## src/rtl/i2c_wb_sequencer.sv

```systemverilog
// i2c_wb_sequencer: Wishbone master that drives the byte-level I2C controller
// (CSR/DPR/CMDR/FSMR register map) through complete I2C transactions.
// Optional build macro I2C_SEQ_POLL_EN: ignore irq_i and poll CMDR for completion
// (CSR is then programmed with interrupts disabled).
module i2c_wb_sequencer #(
    parameter int MAX_LEN = 16,
    parameter int BUS_W   = 4,
    localparam int LEN_W  = $clog2(MAX_LEN + 1)
) (
    input  logic             clk_i,
    input  logic             rst_i,
    input  logic             req_valid_i,
    output logic             req_ready_o,
    input  logic             req_rw_i,
    input  logic [6:0]       req_addr_i,
    input  logic [BUS_W-1:0] req_bus_i,
    input  logic [LEN_W-1:0] req_len_i,
    input  logic [7:0]       wr_data_i,
    input  logic             wr_valid_i,
    output logic             wr_ready_o,
    output logic [7:0]       rd_data_o,
    output logic             rd_valid_o,
    output logic             done_o,
    output logic [1:0]       err_o,
    output logic             cyc_o,
    output logic             stb_o,
    output logic             we_o,
    output logic [1:0]       adr_o,
    output logic [7:0]       dat_o,
    input  logic [7:0]       dat_i,
    input  logic             ack_i,
    input  logic             irq_i
);

    localparam logic [1:0] ADR_CSR  = 2'd0;
    localparam logic [1:0] ADR_DPR  = 2'd1;
    localparam logic [1:0] ADR_CMDR = 2'd2;

    localparam logic [7:0] CMD_WRITE   = 8'h01;
    localparam logic [7:0] CMD_RD_ACK  = 8'h02;
    localparam logic [7:0] CMD_RD_NAK  = 8'h03;
    localparam logic [7:0] CMD_START   = 8'h04;
    localparam logic [7:0] CMD_STOP    = 8'h05;
    localparam logic [7:0] CMD_SET_BUS = 8'h06;

`ifdef I2C_SEQ_POLL_EN
    localparam logic [7:0] CSR_INIT = 8'h80;
`else
    localparam logic [7:0] CSR_INIT = 8'hC0;
`endif

    typedef enum logic [4:0] {
        ST_INIT,
        ST_IDLE,
        ST_BUS_DPR,
        ST_BUS_CMD,
        ST_START_CMD,
        ST_ADDR_DPR,
        ST_ADDR_CMD,
        ST_WR_WAIT,
        ST_WR_DPR,
        ST_WR_CMD,
        ST_RD_CMD,
        ST_RD_DPR,
        ST_STOP_CMD,
        ST_WAIT_IRQ,
        ST_WAIT_RD,
        ST_POLL_GAP,
        ST_DONE
    } state_t;

    // Which controller command the WAIT states are waiting on
    typedef enum logic [2:0] {
        OP_SETBUS,
        OP_START,
        OP_ADDR,
        OP_WR,
        OP_RD,
        OP_STOP
    } op_t;

    state_t           state_q, state_d;
    op_t              op_q, op_d;
    logic [LEN_W-1:0] cnt_q, cnt_d;
    logic             rw_q, rw_d;
    logic [6:0]       addr_q, addr_d;
    logic [BUS_W-1:0] bus_q, bus_d;
    logic [7:0]       wbyte_q, wbyte_d;
    logic [1:0]       err_q, err_d;
    logic             cyc_q, cyc_d;
    logic             stb_q, stb_d;
    logic             we_q, we_d;
    logic [1:0]       adr_q, adr_d;
    logic [7:0]       dat_q, dat_d;
    logic             req_ready_q, req_ready_d;
    logic             wr_ready_q, wr_ready_d;
    logic             rd_valid_q, rd_valid_d;
    logic [7:0]       rd_data_q, rd_data_d;
    logic             done_q, done_d;

    logic             acc_go;
    logic             acc_we;
    logic [1:0]       acc_adr;
    logic [7:0]       acc_dat;
    logic             acc_done;
    logic [LEN_W-1:0] len_clip;
    logic             st_don, st_nak, st_al, st_err;

`ifdef I2C_SEQ_POLL_EN
    logic unused_irq;
    assign unused_irq = irq_i;
`endif

    assign acc_done = cyc_q & ack_i;
    assign len_clip = (req_len_i > LEN_W'(MAX_LEN)) ? LEN_W'(MAX_LEN) : req_len_i;
    assign st_don   = dat_i[7];
    assign st_nak   = dat_i[6];
    assign st_al    = dat_i[5];
    assign st_err   = dat_i[4];

    // State and output registers, all cleared asynchronously by reset
    always_ff @(posedge clk_i or negedge rst_i) begin
        if (!rst_i) begin
            state_q     <= ST_INIT;
            op_q        <= OP_SETBUS;
            cnt_q       <= '0;
            rw_q        <= 1'b0;
            addr_q      <= '0;
            bus_q       <= '0;
            wbyte_q     <= '0;
            err_q       <= '0;
            cyc_q       <= 1'b0;
            stb_q       <= 1'b0;
            we_q        <= 1'b0;
            adr_q       <= '0;
            dat_q       <= '0;
            req_ready_q <= 1'b0;
            wr_ready_q  <= 1'b0;
            rd_valid_q  <= 1'b0;
            rd_data_q   <= '0;
            done_q      <= 1'b0;
        end else begin
            state_q     <= state_d;
            op_q        <= op_d;
            cnt_q       <= cnt_d;
            rw_q        <= rw_d;
            addr_q      <= addr_d;
            bus_q       <= bus_d;
            wbyte_q     <= wbyte_d;
            err_q       <= err_d;
            cyc_q       <= cyc_d;
            stb_q       <= stb_d;
            we_q        <= we_d;
            adr_q       <= adr_d;
            dat_q       <= dat_d;
            req_ready_q <= req_ready_d;
            wr_ready_q  <= wr_ready_d;
            rd_valid_q  <= rd_valid_d;
            rd_data_q   <= rd_data_d;
            done_q      <= done_d;
        end
    end

    // Sequencer next state plus the shared Wishbone access engine
    always_comb begin
        state_d    = state_q;
        op_d       = op_q;
        cnt_d      = cnt_q;
        rw_d       = rw_q;
        addr_d     = addr_q;
        bus_d      = bus_q;
        wbyte_d    = wbyte_q;
        err_d      = err_q;
        cyc_d      = cyc_q;
        stb_d      = stb_q;
        we_d       = we_q;
        adr_d      = adr_q;
        dat_d      = dat_q;
        wr_ready_d = 1'b0;
        rd_valid_d = 1'b0;
        rd_data_d  = rd_data_q;
        done_d     = 1'b0;
        acc_go     = 1'b0;
        acc_we     = 1'b0;
        acc_adr    = ADR_CSR;
        acc_dat    = 8'h00;

        case (state_q)
            ST_INIT: begin
                acc_go  = 1'b1;
                acc_we  = 1'b1;
                acc_adr = ADR_CSR;
                acc_dat = CSR_INIT;
                if (acc_done) state_d = ST_IDLE;
            end
            ST_IDLE: begin
                if (req_valid_i && req_ready_q) begin
                    rw_d    = req_rw_i;
                    addr_d  = req_addr_i;
                    bus_d   = req_bus_i;
                    cnt_d   = len_clip;
                    err_d   = 2'd0;
                    state_d = ST_BUS_DPR;
                end
            end
            ST_BUS_DPR: begin
                acc_go  = 1'b1;
                acc_we  = 1'b1;
                acc_adr = ADR_DPR;
                acc_dat = 8'(bus_q);
                if (acc_done) state_d = ST_BUS_CMD;
            end
            ST_BUS_CMD: begin
                acc_go  = 1'b1;
                acc_we  = 1'b1;
                acc_adr = ADR_CMDR;
                acc_dat = CMD_SET_BUS;
                if (acc_done) begin
                    op_d    = OP_SETBUS;
                    state_d = ST_WAIT_IRQ;
                end
            end
            ST_START_CMD: begin
                acc_go  = 1'b1;
                acc_we  = 1'b1;
                acc_adr = ADR_CMDR;
                acc_dat = CMD_START;
                if (acc_done) begin
                    op_d    = OP_START;
                    state_d = ST_WAIT_IRQ;
                end
            end
            ST_ADDR_DPR: begin
                acc_go  = 1'b1;
                acc_we  = 1'b1;
                acc_adr = ADR_DPR;
                acc_dat = {addr_q, rw_q};
                if (acc_done) state_d = ST_ADDR_CMD;
            end
            ST_ADDR_CMD: begin
                acc_go  = 1'b1;
                acc_we  = 1'b1;
                acc_adr = ADR_CMDR;
                acc_dat = CMD_WRITE;
                if (acc_done) begin
                    op_d    = OP_ADDR;
                    state_d = ST_WAIT_IRQ;
                end
            end
            ST_WR_WAIT: begin
                if (wr_valid_i) begin
                    wbyte_d    = wr_data_i;
                    wr_ready_d = 1'b1;
                    state_d    = ST_WR_DPR;
                end
            end
            ST_WR_DPR: begin
                acc_go  = 1'b1;
                acc_we  = 1'b1;
                acc_adr = ADR_DPR;
                acc_dat = wbyte_q;
                if (acc_done) state_d = ST_WR_CMD;
            end
            ST_WR_CMD: begin
                acc_go  = 1'b1;
                acc_we  = 1'b1;
                acc_adr = ADR_CMDR;
                acc_dat = CMD_WRITE;
                if (acc_done) begin
                    op_d    = OP_WR;
                    state_d = ST_WAIT_IRQ;
                end
            end
            ST_RD_CMD: begin
                acc_go  = 1'b1;
                acc_we  = 1'b1;
                acc_adr = ADR_CMDR;
                acc_dat = (cnt_q == LEN_W'(1)) ? CMD_RD_NAK : CMD_RD_ACK;
                if (acc_done) begin
                    op_d    = OP_RD;
                    state_d = ST_WAIT_IRQ;
                end
            end
            ST_RD_DPR: begin
                acc_go  = 1'b1;
                acc_adr = ADR_DPR;
                if (acc_done) begin
                    rd_data_d  = dat_i;
                    rd_valid_d = 1'b1;
                    cnt_d      = cnt_q - LEN_W'(1);
                    state_d    = (cnt_q == LEN_W'(1)) ? ST_STOP_CMD : ST_RD_CMD;
                end
            end
            ST_STOP_CMD: begin
                acc_go  = 1'b1;
                acc_we  = 1'b1;
                acc_adr = ADR_CMDR;
                acc_dat = CMD_STOP;
                if (acc_done) begin
                    op_d    = OP_STOP;
                    state_d = ST_WAIT_IRQ;
                end
            end
            ST_WAIT_IRQ: begin
`ifdef I2C_SEQ_POLL_EN
                state_d = ST_WAIT_RD;
`else
                if (irq_i) state_d = ST_WAIT_RD;
`endif
            end
            ST_WAIT_RD: begin
                acc_go  = 1'b1;
                acc_adr = ADR_CMDR;
                if (acc_done) begin
                    if (st_al) begin
                        err_d   = 2'd2;
                        state_d = ST_DONE;
                    end else if (st_err) begin
                        err_d   = 2'd3;
                        state_d = ST_DONE;
                    end else if (st_nak) begin
                        err_d   = 2'd1;
                        state_d = (op_q == OP_STOP) ? ST_DONE : ST_STOP_CMD;
                    end else if (st_don) begin
                        case (op_q)
                            OP_SETBUS: state_d = ST_START_CMD;
                            OP_START:  state_d = ST_ADDR_DPR;
                            OP_ADDR: begin
                                if (cnt_q == '0) state_d = ST_STOP_CMD;
                                else if (rw_q)   state_d = ST_RD_CMD;
                                else             state_d = ST_WR_WAIT;
                            end
                            OP_WR: begin
                                cnt_d   = cnt_q - LEN_W'(1);
                                state_d = (cnt_q == LEN_W'(1)) ? ST_STOP_CMD : ST_WR_WAIT;
                            end
                            OP_RD:   state_d = ST_RD_DPR;
                            default: state_d = ST_DONE;
                        endcase
                    end else begin
`ifdef I2C_SEQ_POLL_EN
                        state_d = ST_POLL_GAP;
`else
                        state_d = ST_WAIT_IRQ;
`endif
                    end
                end
            end
            ST_POLL_GAP: begin
                state_d = ST_WAIT_RD;
            end
            ST_DONE: begin
                done_d  = 1'b1;
                state_d = ST_IDLE;
            end
            default: begin
                state_d = ST_INIT;
            end
        endcase

        if (cyc_q) begin
            if (ack_i) begin
                cyc_d = 1'b0;
                stb_d = 1'b0;
                we_d  = 1'b0;
            end
        end else if (acc_go) begin
            cyc_d = 1'b1;
            stb_d = 1'b1;
            we_d  = acc_we;
            adr_d = acc_adr;
            dat_d = acc_dat;
        end

        req_ready_d = (state_d == ST_IDLE);
    end

    assign req_ready_o = req_ready_q;
    assign wr_ready_o  = wr_ready_q;
    assign rd_valid_o  = rd_valid_q;
    assign rd_data_o   = rd_data_q;
    assign done_o      = done_q;
    assign err_o       = err_q;
    assign cyc_o       = cyc_q;
    assign stb_o       = stb_q;
    assign we_o        = we_q;
    assign adr_o       = adr_q;
    assign dat_o       = dat_q;

endmodule
```

## config.mk

```make
export PLATFORM = sky130hd
export DESIGN_NAME = i2c_wb_sequencer
export DESIGN_NICKNAME = d
export VERILOG_FILES = /design/src/rtl/i2c_wb_sequencer.sv
export SDC_FILE = /design/constraint.sdc
export NUM_CORES = 1
export LEC_CHECK = 0
export BUFFER_PORTS_ARGS = -buffer_cell sky130_fd_sc_hd__buf_2
export CAP_MARGIN = 20
export CORE_ASPECT_RATIO = 1.25
export CORE_MARGIN = 8
export CORE_UTILIZATION = 49
export CTS_CLUSTER_DIAMETER = 150
export DETAILED_ROUTE_END_ITERATION = 10
export GPL_TIMING_DRIVEN = 0
export PLACE_DENSITY_LB_ADDON = 0.2
export SETUP_SLACK_MARGIN = 0.1
export SYNTH_ARGS = -nofsm -noshare
export SYNTH_HDL_FRONTEND = slang
export SYNTH_SLANG_ARGS = --single-unit
```

## constraint.sdc

```tcl
create_clock -name clk_i -period 2 [get_ports clk_i]
set_clock_uncertainty 0.05 [all_clocks]
set_input_delay 0.2 -clock clk_i [delete_from_list [all_inputs] [get_ports clk_i]]
set_output_delay 0.2 -clock clk_i [all_outputs]
set_load 0.01 [all_outputs]
```

==> results of run 1 <==
==> worst reg2reg max path, stage by stage (launching register included) <==
cell and delay (ps):
dfrtp_1 430, inv_2 100, ha_4 120, or4b_4 500, a31oi_1 190, nor4_1 80
or4_4 430, nor4b_4 150
==> kinds of logic after synthesis <==
logic type	count (synthesis)	share of synthesized area (%)
xor+xnor	2	0.525
buf+inv	33	4.61
compound gates	90	17.9
simple gates	119	19.8
flops	60	45.0
fa+ha+maj	4	1.42
mux	32	10.8
==> routing by layer <==
| metal | up-vias | track usage (%) | wire length (um) |
|---|---|---|---|
| li1 | 1450 | - | - |
| met1 | 1491 | 22.2 | 4020 |
| met2 | 127 | 34.7 | 4990 |
| met3 | 28 | 4.85 | 581 |
| met4 | 0 | 9.58 | 290 |
| met5 | - | 0 | 0 |
==> metrics by stage <==
step                      setup slack, ps  std cells  total power [mW]
after CTS                            -140        521              6.26
after floorplan                     -52.7        340              3.71
after global routing                 -186        527              6.88
after detailed placement             -436        494              4.55
final                                -160        527              6.52
after global placement               -480        492              4.49
==> how the worst min path moves through the flow <==
| stage | from | end |
|---|---|---|
| after floorplan | rst_i | addr_q[0] |
| after global placement | req_rw_i | rw_q |
| after detailed placement | rst_i | cnt_q[4] |
| after CTS | req_rw_i | rw_q |
| after global routing | req_rw_i | rw_q |
| final | req_rw_i | rw_q |
==> report_power, final <==
group          internal (mW)  switching (mW)
Clock                  0.861           0.500
Combinational           1.45            1.78
Sequential              1.63           0.299
==> area by class of cell <==
class | count | share of cell area, %
clock inverter | 6 | 2.50
sequential | 60 | 33.8
tap | 87 | 2.45
inverter | 9 | 0.759
clock buffer | 10 | 3.09
multi-input combinational | 247 | 42.2
buffer | 24 | 4.41
timing repair buffer | 84 | 10.8
==> flip-flops by register name (all words and copies together), names as in the netlist, 3 cells and up <==
register,flops
state_q,5
cnt_q,5
bus_q,4
rd_data_o,8
dat_o,8
addr_q,7
op_q,3
wbyte_q,8
==> layout by cell type (no fill, tap or decap), drive strengths merged, types with 5 or more instances in the layout <==
cell and count:
buf 102, dfrtp 60, nand2 32, mux2 31, o21ai 30, nor2 17
nor3 15, clkbuf 15, a21oi 13, nand3 11, nor2b 9, inv 9
nand2b 7, a22oi 6, o211ai 5
==> what timing repair did <==
item,CTS,global route
cloned,1,1
pin swaps,8,7
gates resized for setup,43,43
endpoints found under the setup margin,46,36
hold buffers,1,0
hold endpoints to repair,29,0
setup buffers,9,5
==> metrics.txt, run 1 <==
# TYPE chip_impl_metric gauge
chip_impl_metric{name="async_flop_share",unit="%"} 100
chip_impl_metric{name="cts-root-to-sink-buffers",unit=""} 2
chip_impl_info{name="run_status",value="finished, violations left"} 1
chip_impl_metric{name="power.density",unit="nW/um2"} 1470
chip_impl_info{name="ranking_of_synthesized_cells_by_area",value="dfrtp_1 45%, mux2_2 10%, o21ai_0 4.5%"} 1
chip_impl_metric{name="drtIter0Drc",unit=""} 223
chip_impl_metric{name="placement_rows",unit=""} 33
chip_impl_metric{name="die_h",unit="um"} 108
chip_impl_metric{name="synth_enable_flop_cells",unit=""} 0
chip_impl_metric{name="drt_wl_total",unit="um"} 9890
chip_impl_metric{name="finalCriticalPeriod",unit="ps"} 2160
chip_impl_info{name="critical_path.startpoint",value="cnt_q[0]"} 1
chip_impl_info{name="synth_flop_cell",value="dfrtp_1"} 1
chip_impl_metric{name="worstMarginPinSlew",unit="ps"} 699
chip_impl_metric{name="path_depth",unit=""} 7
chip_impl_metric{name="report.final.hold_viol_count",unit=""} 0
chip_impl_metric{name="post_route_clock_period_utilization",unit="%"} 108
chip_impl_info{name="yosys-top-cells-count",value="60 x dfrtp_1, 32 x nand2_1, 31 x mux2_2"} 1
chip_impl_metric{name="cts_buffers",unit=""} 9
chip_impl_info{name="rsz0062_at_grt",value="true"} 1
chip_impl_metric{name="layout-drive-gt1-share",unit="%"} 44.5
chip_impl_info{name="netlist.top_cell.by_area",value="dfrtp_1"} 1
chip_impl_metric{name="required",unit="ps"} 2180
chip_impl_metric{name="grt_start_max_net_pins",unit=""} 32
chip_impl_metric{name="hpwlAfterDp",unit="um"} 6910
chip_impl_info{name="path_cells",value="inv_2 > ha_4 > or4b_4 > a31oi_1 > nor4_1 > or4_4 > nor4b_4"} 1
chip_impl_metric{name="utilization",unit="%"} 67.8
chip_impl_info{name="crit_type",value="flip-flop to flip-flop"} 1
chip_impl_info{name="tritoncts",value="yes"} 1
chip_impl_metric{name="whs",unit="ps"} 9.61
chip_impl_info{name="rr_endpoint",value="req_ready_o"} 1
chip_impl_metric{name="max_cap_violations",unit=""} 0
chip_impl_metric{name="layout.filler_cells",unit=""} 533
chip_impl_metric{name="number_of_global_route_vias_before_repair",unit=""} 3051
chip_impl_metric{name="global_route.usage.total",unit="%"} 19.8
chip_impl_metric{name="syn2layout_area_growth",unit="%"} 33.3
chip_impl_metric{name="setup_total_negative_slack",unit="ps"} -200
chip_impl_metric{name="grt_antenna_before_repair",unit=""} 0
chip_impl_metric{name="synthDistinctLibCells",unit=""} 62
chip_impl_metric{name="die-width",unit="um"} 89.8
chip_impl_info{name="yosys.cell_count.top_type",value="dfrtp_1"} 1
chip_impl_metric{name="floorplan.io_pins",unit=""} 66
chip_impl_metric{name="core-area",unit="um2"} 6570
chip_impl_metric{name="syn_inst",unit=""} 340
chip_impl_metric{name="antenna_cells",unit=""} 0
chip_impl_metric{name="netlist_area_pre_place",unit="um2"} 3340
chip_impl_metric{name="synth.ff_latch_count",unit=""} 60
chip_impl_info{name="timing.rr.start",value="cnt_q[0]"} 1
chip_impl_metric{name="post_dp_cell_area",unit="um2"} 3800
chip_impl_metric{name="grt_overflow",unit=""} 0
chip_impl_metric{name="die-area",unit="um2"} 9730
chip_impl_metric{name="gp_congestion",unit=""} 0.944
chip_impl_metric{name="worst-endpoint-arrival",unit="ps"} 2340
chip_impl_metric{name="multi_input_comb_area",unit="um2"} 1880
chip_impl_metric{name="postSynthNetCount",unit=""} 382
chip_impl_metric{name="grt_first_pass_wirelength",unit="um"} 15500
chip_impl_metric{name="timing.critical_path.slowest_cell_delay",unit="ps"} 500
chip_impl_metric{name="layout.nets",unit=""} 477
chip_impl_metric{name="whs_path_cells",unit=""} 3
chip_impl_info{name="critical_path.endpoint_type",value="flip-flop"} 1
chip_impl_metric{name="leakage",unit="nW"} 2.05
chip_impl_metric{name="report.final.setup_viol",unit=""} 3
chip_impl_metric{name="synthDominantCellAreaShare",unit="%"} 45.0
chip_impl_metric{name="clkSlewWorstSetupHoldPaths",unit="ps"} 70
chip_impl_metric{name="slew_violations",unit=""} 0
chip_impl_info{name="failing_checks",value="setup timing"} 1
chip_impl_metric{name="postRouteAntennaNets",unit=""} 0
chip_impl_info{name="timing.critical_path.from_type",value="flip-flop"} 1
chip_impl_metric{name="timing.critical_path.fanout_max",unit=""} 4
chip_impl_metric{name="io_buffer_count",unit=""} 65
chip_impl_metric{name="ir_worst_vdd",unit="V"} 0.000621
chip_impl_metric{name="detail_route.wl_per_cell",unit="um"} 18.8
chip_impl_metric{name="tritoncts_num_sinks",unit=""} 60
chip_impl_metric{name="post_route_cell_area",unit="um2"} 4450
chip_impl_metric{name="worst_r2r_path_depth",unit=""} 7
chip_impl_metric{name="dr_total_vias",unit=""} 3096
chip_impl_metric{name="worstSkewPairLatency",unit="ps"} 350
chip_impl_metric{name="synth_warnings",unit=""} 0
chip_impl_metric{name="yosysSeqAreaShare",unit="%"} 45.0
chip_impl_metric{name="slew-limit-headroom",unit="%"} 53.4
chip_impl_metric{name="finalWorstSetupSlack",unit="ps"} -160
chip_impl_info{name="worst_path_top_cell_family_by_delay",value="simple AND/OR/NAND/NOR gates"} 1
chip_impl_metric{name="htree_num_levels",unit=""} 3
chip_impl_metric{name="synthesis.area_per_instance",unit="um2"} 9.82
chip_impl_metric{name="routed_via_density",unit=""} 5.87
chip_impl_metric{name="rrSetupSlack",unit="ps"} -160
chip_impl_info{name="worstSetupEndpoint",value="req_ready_o"} 1
chip_impl_metric{name="path_buf_inv",unit=""} 1
chip_impl_info{name="cts_root_buf",value="clkbuf_8"} 1
chip_impl_info{name="critical_path.slowest_cell",value="or4b_4"} 1
chip_impl_metric{name="register_area",unit="um2"} 1500
chip_impl_metric{name="initial_core_util",unit="%"} 50.9
chip_impl_metric{name="detailedRoute.firstPassIterationCount",unit=""} 5
chip_impl_metric{name="drc",unit=""} 0
chip_impl_info{name="hold_class",value="input pin to flip-flop"} 1
chip_impl_metric{name="max_clock_freq",unit="GHz"} 0.463
Power figures use the tool's default switching activity.
==> run 2, diff against run 1 <==
- TNS_END_PERCENT: unset -> 50
==> run 2 against run 1 <==
The flow still finishes with violations (setup timing). Cell count unchanged. Sequential power about the same. Worst hold slack improved by 2.8 ps. Combinational power about the same. Routed wire length increased by 0.22%. Critical endpoint unchanged. Highest routed layer unchanged.
==> metrics.txt, run 2 (synthesis results as in run 1) <==
# TYPE chip_impl_metric gauge
chip_impl_info{name="rsz0062_at_grt",value="true"} 1
chip_impl_metric{name="global_route.usage.total",unit="%"} 19.8
chip_impl_metric{name="pwr-share-seq",unit="%"} 29.6
chip_impl_metric{name="layout-drive-gt1-share",unit="%"} 44.5
chip_impl_metric{name="utilization",unit="%"} 67.9
chip_impl_metric{name="instances_no_fill",unit=""} 527
chip_impl_metric{name="syn2layout_area_growth",unit="%"} 33.4
chip_impl_info{name="hold_class",value="input pin to flip-flop"} 1
chip_impl_metric{name="floorplan.io_pins",unit=""} 66
chip_impl_metric{name="pwr-share-clk",unit="%"} 20.8
chip_impl_metric{name="cts_buffers",unit=""} 9
chip_impl_metric{name="worstSkewPairLatency",unit="ps"} 350
chip_impl_metric{name="placement_rows",unit=""} 33
chip_impl_metric{name="dr_total_vias",unit=""} 3094
chip_impl_metric{name="layout.nets",unit=""} 477
chip_impl_info{name="crit_type",value="flip-flop to flip-flop"} 1
chip_impl_metric{name="grt_overflow",unit=""} 0
chip_impl_metric{name="die_h",unit="um"} 108
chip_impl_metric{name="register_area",unit="um2"} 1500
chip_impl_metric{name="max_cap_violations",unit=""} 0
chip_impl_info{name="timing.critical_path.from_type",value="flip-flop"} 1
chip_impl_metric{name="gp_congestion",unit=""} 0.944
chip_impl_metric{name="drc",unit=""} 0
chip_impl_metric{name="timing.critical_path.fanout_max",unit=""} 4
chip_impl_metric{name="clkSlewWorstSetupHoldPaths",unit="ps"} 70
chip_impl_metric{name="worstMarginPinSlew",unit="ps"} 697
chip_impl_metric{name="slew-limit-headroom",unit="%"} 53.5
chip_impl_metric{name="htree_num_levels",unit=""} 3
chip_impl_info{name="failing_checks",value="setup timing"} 1
chip_impl_metric{name="core-area",unit="um2"} 6570
chip_impl_metric{name="initial_core_util",unit="%"} 50.9
chip_impl_metric{name="report.final.setup_viol",unit=""} 3
chip_impl_info{name="final_common_cell",value="buf_2"} 1
chip_impl_metric{name="setup_total_negative_slack",unit="ps"} -191
chip_impl_info{name="layout.cells.most_common_list",value="70 x buf_2, 58 x dfrtp_1, 31 x mux2_2"} 1
chip_impl_metric{name="ir_worst_vdd",unit="V"} 0.000621
chip_impl_metric{name="antenna_cells",unit=""} 0
chip_impl_metric{name="grt_first_pass_wirelength",unit="um"} 15500
chip_impl_info{name="critical_path.endpoint_type",value="flip-flop"} 1
chip_impl_metric{name="p_comb_share",unit="%"} 49.6
chip_impl_metric{name="layout.filler_cells",unit=""} 535
chip_impl_metric{name="overall_power",unit="mW"} 6.53
chip_impl_metric{name="die-area",unit="um2"} 9730
chip_impl_info{name="tritoncts",value="yes"} 1
chip_impl_metric{name="max_clock_freq",unit="GHz"} 0.464
chip_impl_metric{name="post_route_clock_period_utilization",unit="%"} 108
chip_impl_metric{name="io_buffer_count",unit=""} 65
chip_impl_metric{name="post_route_cell_area",unit="um2"} 4460
chip_impl_metric{name="tritoncts_num_sinks",unit=""} 60
chip_impl_metric{name="power.density",unit="nW/um2"} 1470
chip_impl_metric{name="total_switching_power",unit="mW"} 2.58
chip_impl_metric{name="grt_antenna_before_repair",unit=""} 0
chip_impl_metric{name="required",unit="ps"} 2180
chip_impl_metric{name="detailedRoute.firstPassIterationCount",unit=""} 5
chip_impl_metric{name="worst-endpoint-arrival",unit="ps"} 2330
chip_impl_metric{name="grt_start_max_net_pins",unit=""} 32
chip_impl_metric{name="placed_cells",unit=""} 494
chip_impl_metric{name="whs",unit="ps"} 12.4
chip_impl_metric{name="drtIter0Drc",unit=""} 288
chip_impl_metric{name="routed_via_density",unit=""} 5.87
chip_impl_metric{name="finalWorstSetupSlack",unit="ps"} -156
chip_impl_info{name="cts_root_buf",value="clkbuf_8"} 1
chip_impl_metric{name="internal_power",unit="mW"} 3.95
chip_impl_metric{name="detail_route.wl_per_cell",unit="um"} 18.8
chip_impl_metric{name="leakage",unit="nW"} 2.05
chip_impl_metric{name="postRouteAntennaNets",unit=""} 0
chip_impl_metric{name="multi_input_comb_area",unit="um2"} 1880
chip_impl_metric{name="switching_fraction",unit="%"} 39.6
chip_impl_metric{name="cts-root-to-sink-buffers",unit=""} 2
chip_impl_info{name="run_status",value="finished, violations left"} 1
chip_impl_metric{name="drt_wl_total",unit="um"} 9910
chip_impl_metric{name="number_of_global_route_vias_before_repair",unit=""} 3051
chip_impl_metric{name="finalCriticalPeriod",unit="ps"} 2160
chip_impl_metric{name="slew_violations",unit=""} 0
chip_impl_metric{name="post_dp_cell_area",unit="um2"} 3800
chip_impl_metric{name="dpl_worst_slack",unit="ps"} -436
chip_impl_metric{name="hpwlAfterDp",unit="um"} 6910
chip_impl_metric{name="report.final.hold_viol_count",unit=""} 0
chip_impl_metric{name="die-width",unit="um"} 89.8
run 2: power groups by stage:
| stage | combinational, mW | clock (mW) | sequential [mW] |
|---|---|---|---|
| 2_1_floorplan | 1.75 | 0 | 1.96 |
| 3_3_place_gp | 2.60 | 0 | 1.90 |
| 3_5_place_dp | 2.64 | 0 | 1.91 |
| 4_1_cts | 2.97 | 1.38 | 1.91 |
| 5_1_grt | 3.48 | 1.43 | 1.98 |
| 6_report | 3.24 | 1.36 | 1.93 |
run 2: final timing paths:
| kind | depth (start not counted) | slack (ps) | startpoint | to |
|---|---|---|---|---|
| max | 7 | -160 | cnt_q[0] | req_ready_o |
| min | 3 | 10 | req_rw_i | rw_q |
| max reg2reg | 7 | -160 | cnt_q[0] | req_ready_o |
| min reg2reg | 2 | 430 | adr_o[1] | adr_o[1] |
| max in group asynchronous | 3 | 920 | rst_i | wr_ready_o |
| min in group asynchronous | 2 | 380 | rst_i | cnt_q[1] |
run 2: timing repair:
item	CTS	global route
cloned	1	1
endpoints found under the hold margin	29	0
buffers inserted	9	5
pin swaps	8	9
hold buffers	1	0
gates resized for setup	43	43
setup endpoints to repair	46	36
run 2: critical path, stage by stage, from the launching register on:
cell     delay [ps]
dfrtp_1         420
inv_2           100
ha_4            120
or4b_4          500
a31oi_1         180
nor4_1           70
or4_4           430
nor4b_4         150
run 2: area by class of cell:
class                      instances  share of cell area, %
multi-input combinational        247                   42.2
timing repair buffer              84                   10.8
clock inverter                     6                   2.50
inverter                           9                  0.758
clock buffer                      10                   3.09
buffer                            24                   4.49
tap                               87                   2.44
sequential                        60                   33.8
run 2: routing by layer:
metal  share of wire, %  global-route usage, %  wire, um
met4                2.9                   9.58       292
met1                 40                   22.2      3980
met2                 51                   34.7      5030
met3                6.2                   4.85       614
met5                  0                      0         0
==> run 3, diff against run 2 <==
- GPL_TIMING_DRIVEN: 0 -> unset
==> run 3 against run 2 <==
The run still ends with setup timing left. Worst setup slack gained 41 ps. Clock power decreased by 9.6%. Combinational power grew 9.0%. Critical endpoint unchanged. Sequential cell count did not move. Critical path type unchanged. Global-route usage grew 2.1 points. Sequential share of layout area down 1.6 points. Cell count is 4.9% higher. Critical path depth stayed put. Die area is the same. Largest cell class unchanged.
==> metrics.txt, run 3 (synthesis results as in run 1) <==
# TYPE chip_impl_metric gauge
chip_impl_info{name="tritoncts",value="yes"} 1
chip_impl_info{name="run_status",value="finished, violations left"} 1
chip_impl_metric{name="timing.critical_path.slowest_cell_delay",unit="ps"} 500
chip_impl_info{name="final_common_cell",value="buf_2"} 1
chip_impl_metric{name="required",unit="ps"} 2180
chip_impl_metric{name="report.final.hold_viol_count",unit=""} 0
chip_impl_metric{name="tritoncts_num_sinks",unit=""} 60
chip_impl_metric{name="floorplan.io_pins",unit=""} 66
chip_impl_metric{name="ir_worst_vdd",unit="V"} 0.000896
chip_impl_metric{name="grt_overflow",unit=""} 0
chip_impl_metric{name="overall_power",unit="mW"} 6.65
chip_impl_info{name="layout.cells.most_common_list",value="65 x buf_2, 60 x dfrtp_1, 56 x buf_4"} 1
chip_impl_metric{name="slew-limit-headroom",unit="%"} 61.6
chip_impl_metric{name="die-width",unit="um"} 89.8
chip_impl_metric{name="grt_antenna_before_repair",unit=""} 0
chip_impl_metric{name="dr_total_vias",unit=""} 3280
chip_impl_info{name="grt-busiest-layer",value="met2"} 1
chip_impl_metric{name="cts-root-to-sink-buffers",unit=""} 2
chip_impl_info{name="rsz0062_at_grt",value="true"} 1
chip_impl_metric{name="utilization",unit="%"} 71.1
chip_impl_metric{name="postRouteAntennaNets",unit=""} 0
chip_impl_metric{name="report.final.setup_viol",unit=""} 1
chip_impl_metric{name="finalWorstSetupSlack",unit="ps"} -116
chip_impl_metric{name="die-area",unit="um2"} 9730
chip_impl_metric{name="detail_route.wl_per_cell",unit="um"} 19.3
chip_impl_metric{name="core-area",unit="um2"} 6570
chip_impl_metric{name="initial_core_util",unit="%"} 50.9
chip_impl_info{name="hold_class",value="input pin to flip-flop"} 1
chip_impl_metric{name="htree_num_levels",unit=""} 3
chip_impl_metric{name="timing.critical_path.fanout_max",unit=""} 4
chip_impl_metric{name="post_dp_cell_area",unit="um2"} 4130
chip_impl_info{name="critical_path.slowest_cell",value="or4b_4"} 1
chip_impl_metric{name="io_buffer_count",unit=""} 65
chip_impl_metric{name="finalCriticalPeriod",unit="ps"} 2120
chip_impl_metric{name="syn2layout_area_growth",unit="%"} 39.8
chip_impl_metric{name="antenna_cells",unit=""} 0
chip_impl_metric{name="layout.nets",unit=""} 503
chip_impl_metric{name="worstMarginPinSlew",unit="ps"} 576
chip_impl_metric{name="power.density",unit="nW/um2"} 1420
chip_impl_metric{name="global_route.usage.total",unit="%"} 21.9
chip_impl_metric{name="whs",unit="ps"} 16.5
chip_impl_metric{name="number_of_global_route_vias_before_repair",unit=""} 3353
chip_impl_metric{name="grt_start_max_net_pins",unit=""} 40
chip_impl_metric{name="gp_congestion",unit=""} 0.894
chip_impl_info{name="timing.critical_path.from_type",value="flip-flop"} 1
chip_impl_info{name="failing_checks",value="setup timing"} 1
chip_impl_metric{name="detailedRoute.firstPassIterationCount",unit=""} 5
chip_impl_info{name="crit_type",value="flip-flop to flip-flop"} 1
chip_impl_metric{name="setup_total_negative_slack",unit="ps"} -116
chip_impl_metric{name="slew_violations",unit=""} 0
chip_impl_metric{name="clkSlewWorstSetupHoldPaths",unit="ps"} 80
chip_impl_metric{name="layout.filler_cells",unit=""} 509
chip_impl_metric{name="max_cap_violations",unit=""} 0
chip_impl_metric{name="dpl_worst_slack",unit="ps"} -149
chip_impl_metric{name="placed_cells",unit=""} 527
chip_impl_metric{name="grtUsageMet1",unit="%"} 23.4
chip_impl_metric{name="post_route_cell_area",unit="um2"} 4670
chip_impl_metric{name="hpwlAfterDp",unit="um"} 7610
chip_impl_metric{name="drc",unit=""} 0
chip_impl_metric{name="drt_wl_total",unit="um"} 10700
chip_impl_metric{name="placement_rows",unit=""} 33
chip_impl_metric{name="instances_no_fill",unit=""} 553
chip_impl_metric{name="grt_first_pass_wirelength",unit="um"} 16800
chip_impl_metric{name="post_route_clock_period_utilization",unit="%"} 106
chip_impl_info{name="critical_path.endpoint_type",value="flip-flop"} 1
chip_impl_metric{name="worstSkewPairLatency",unit="ps"} 350
chip_impl_info{name="cts_root_buf",value="clkbuf_8"} 1
chip_impl_info{name="path_cells",value="inv_2 > ha_4 > or4b_4 > a31oi_4 > nor4_2 > or4_4 > nor4b_4"} 1
chip_impl_metric{name="drtIter0Drc",unit=""} 177
chip_impl_metric{name="met3_usage",unit="%"} 4.09
chip_impl_metric{name="cts_buffers",unit=""} 9
chip_impl_metric{name="gr-usage-met2",unit="%"} 37.9
chip_impl_metric{name="worst-endpoint-arrival",unit="ps"} 2300
chip_impl_metric{name="leakage",unit="nW"} 2.18
chip_impl_metric{name="routed_via_density",unit=""} 5.93
chip_impl_metric{name="die_h",unit="um"} 108
chip_impl_metric{name="max_clock_freq",unit="GHz"} 0.473
chip_impl_metric{name="layout-drive-gt1-share",unit="%"} 45.9
run 3: critical path, delay by kind of cell, from the launching register on:
kind                     cells  cell delay (ps)
AND/OR/NAND/NOR              4             1130
AO/OA/AOI/OAI                1              190
flip-flops                   1              390
buffers and inverters        1              100
adder cells (fa/ha/maj)      1              130
run 3: worst paths after layout:
check | start | to | slack (ps) | depth (start not counted)
max | cnt_q[1] | req_ready_o | -120 | 7
min | req_rw_i | rw_q | 20 | 3
max reg2reg | cnt_q[1] | req_ready_o | -120 | 7
min reg2reg | stb_o | stb_o | 420 | 2
min in group asynchronous | rst_i | cnt_q[1] | 330 | 2
max in group asynchronous | rst_i | adr_o[0] | 950 | 3
run 3: what timing repair did:
action	CTS	global route
gates resized for setup	23	38
buffers inserted	5	3
hold endpoints to repair	21	0
hold buffers	1	0
endpoints found under the setup margin	38	44
cloned	1	0
pin swaps	13	17
run 3: where the power goes:
part	switching [mW]	leakage [nW]	internal (mW)
sequential	0.261	0.781	1.63
clock	0.527	0.102	0.701
combinational	1.87	1.30	1.66
run 3: final cells by class:
cell class | count | area [um2] | area share, %
Inverter | 9 | 33.8 | 0.723
Clock buffer | 10 | 128 | 2.73
Timing Repair Buffer | 134 | 912 | 19.5
Tap cell | 87 | 109 | 2.33
Sequential cell | 60 | 1500 | 32.2
Clock inverter | 6 | 88.8 | 1.90
Multi-Input combinational cell | 247 | 1900 | 40.6
run 3: per-layer routing:
layer / part of all wire, % / up-vias
met3: 5.2 / 34
met1: 39 / 1600
met4: 4.8 / 0
li1: - / 1508
met2: 51 / 138
met5: 0 / -
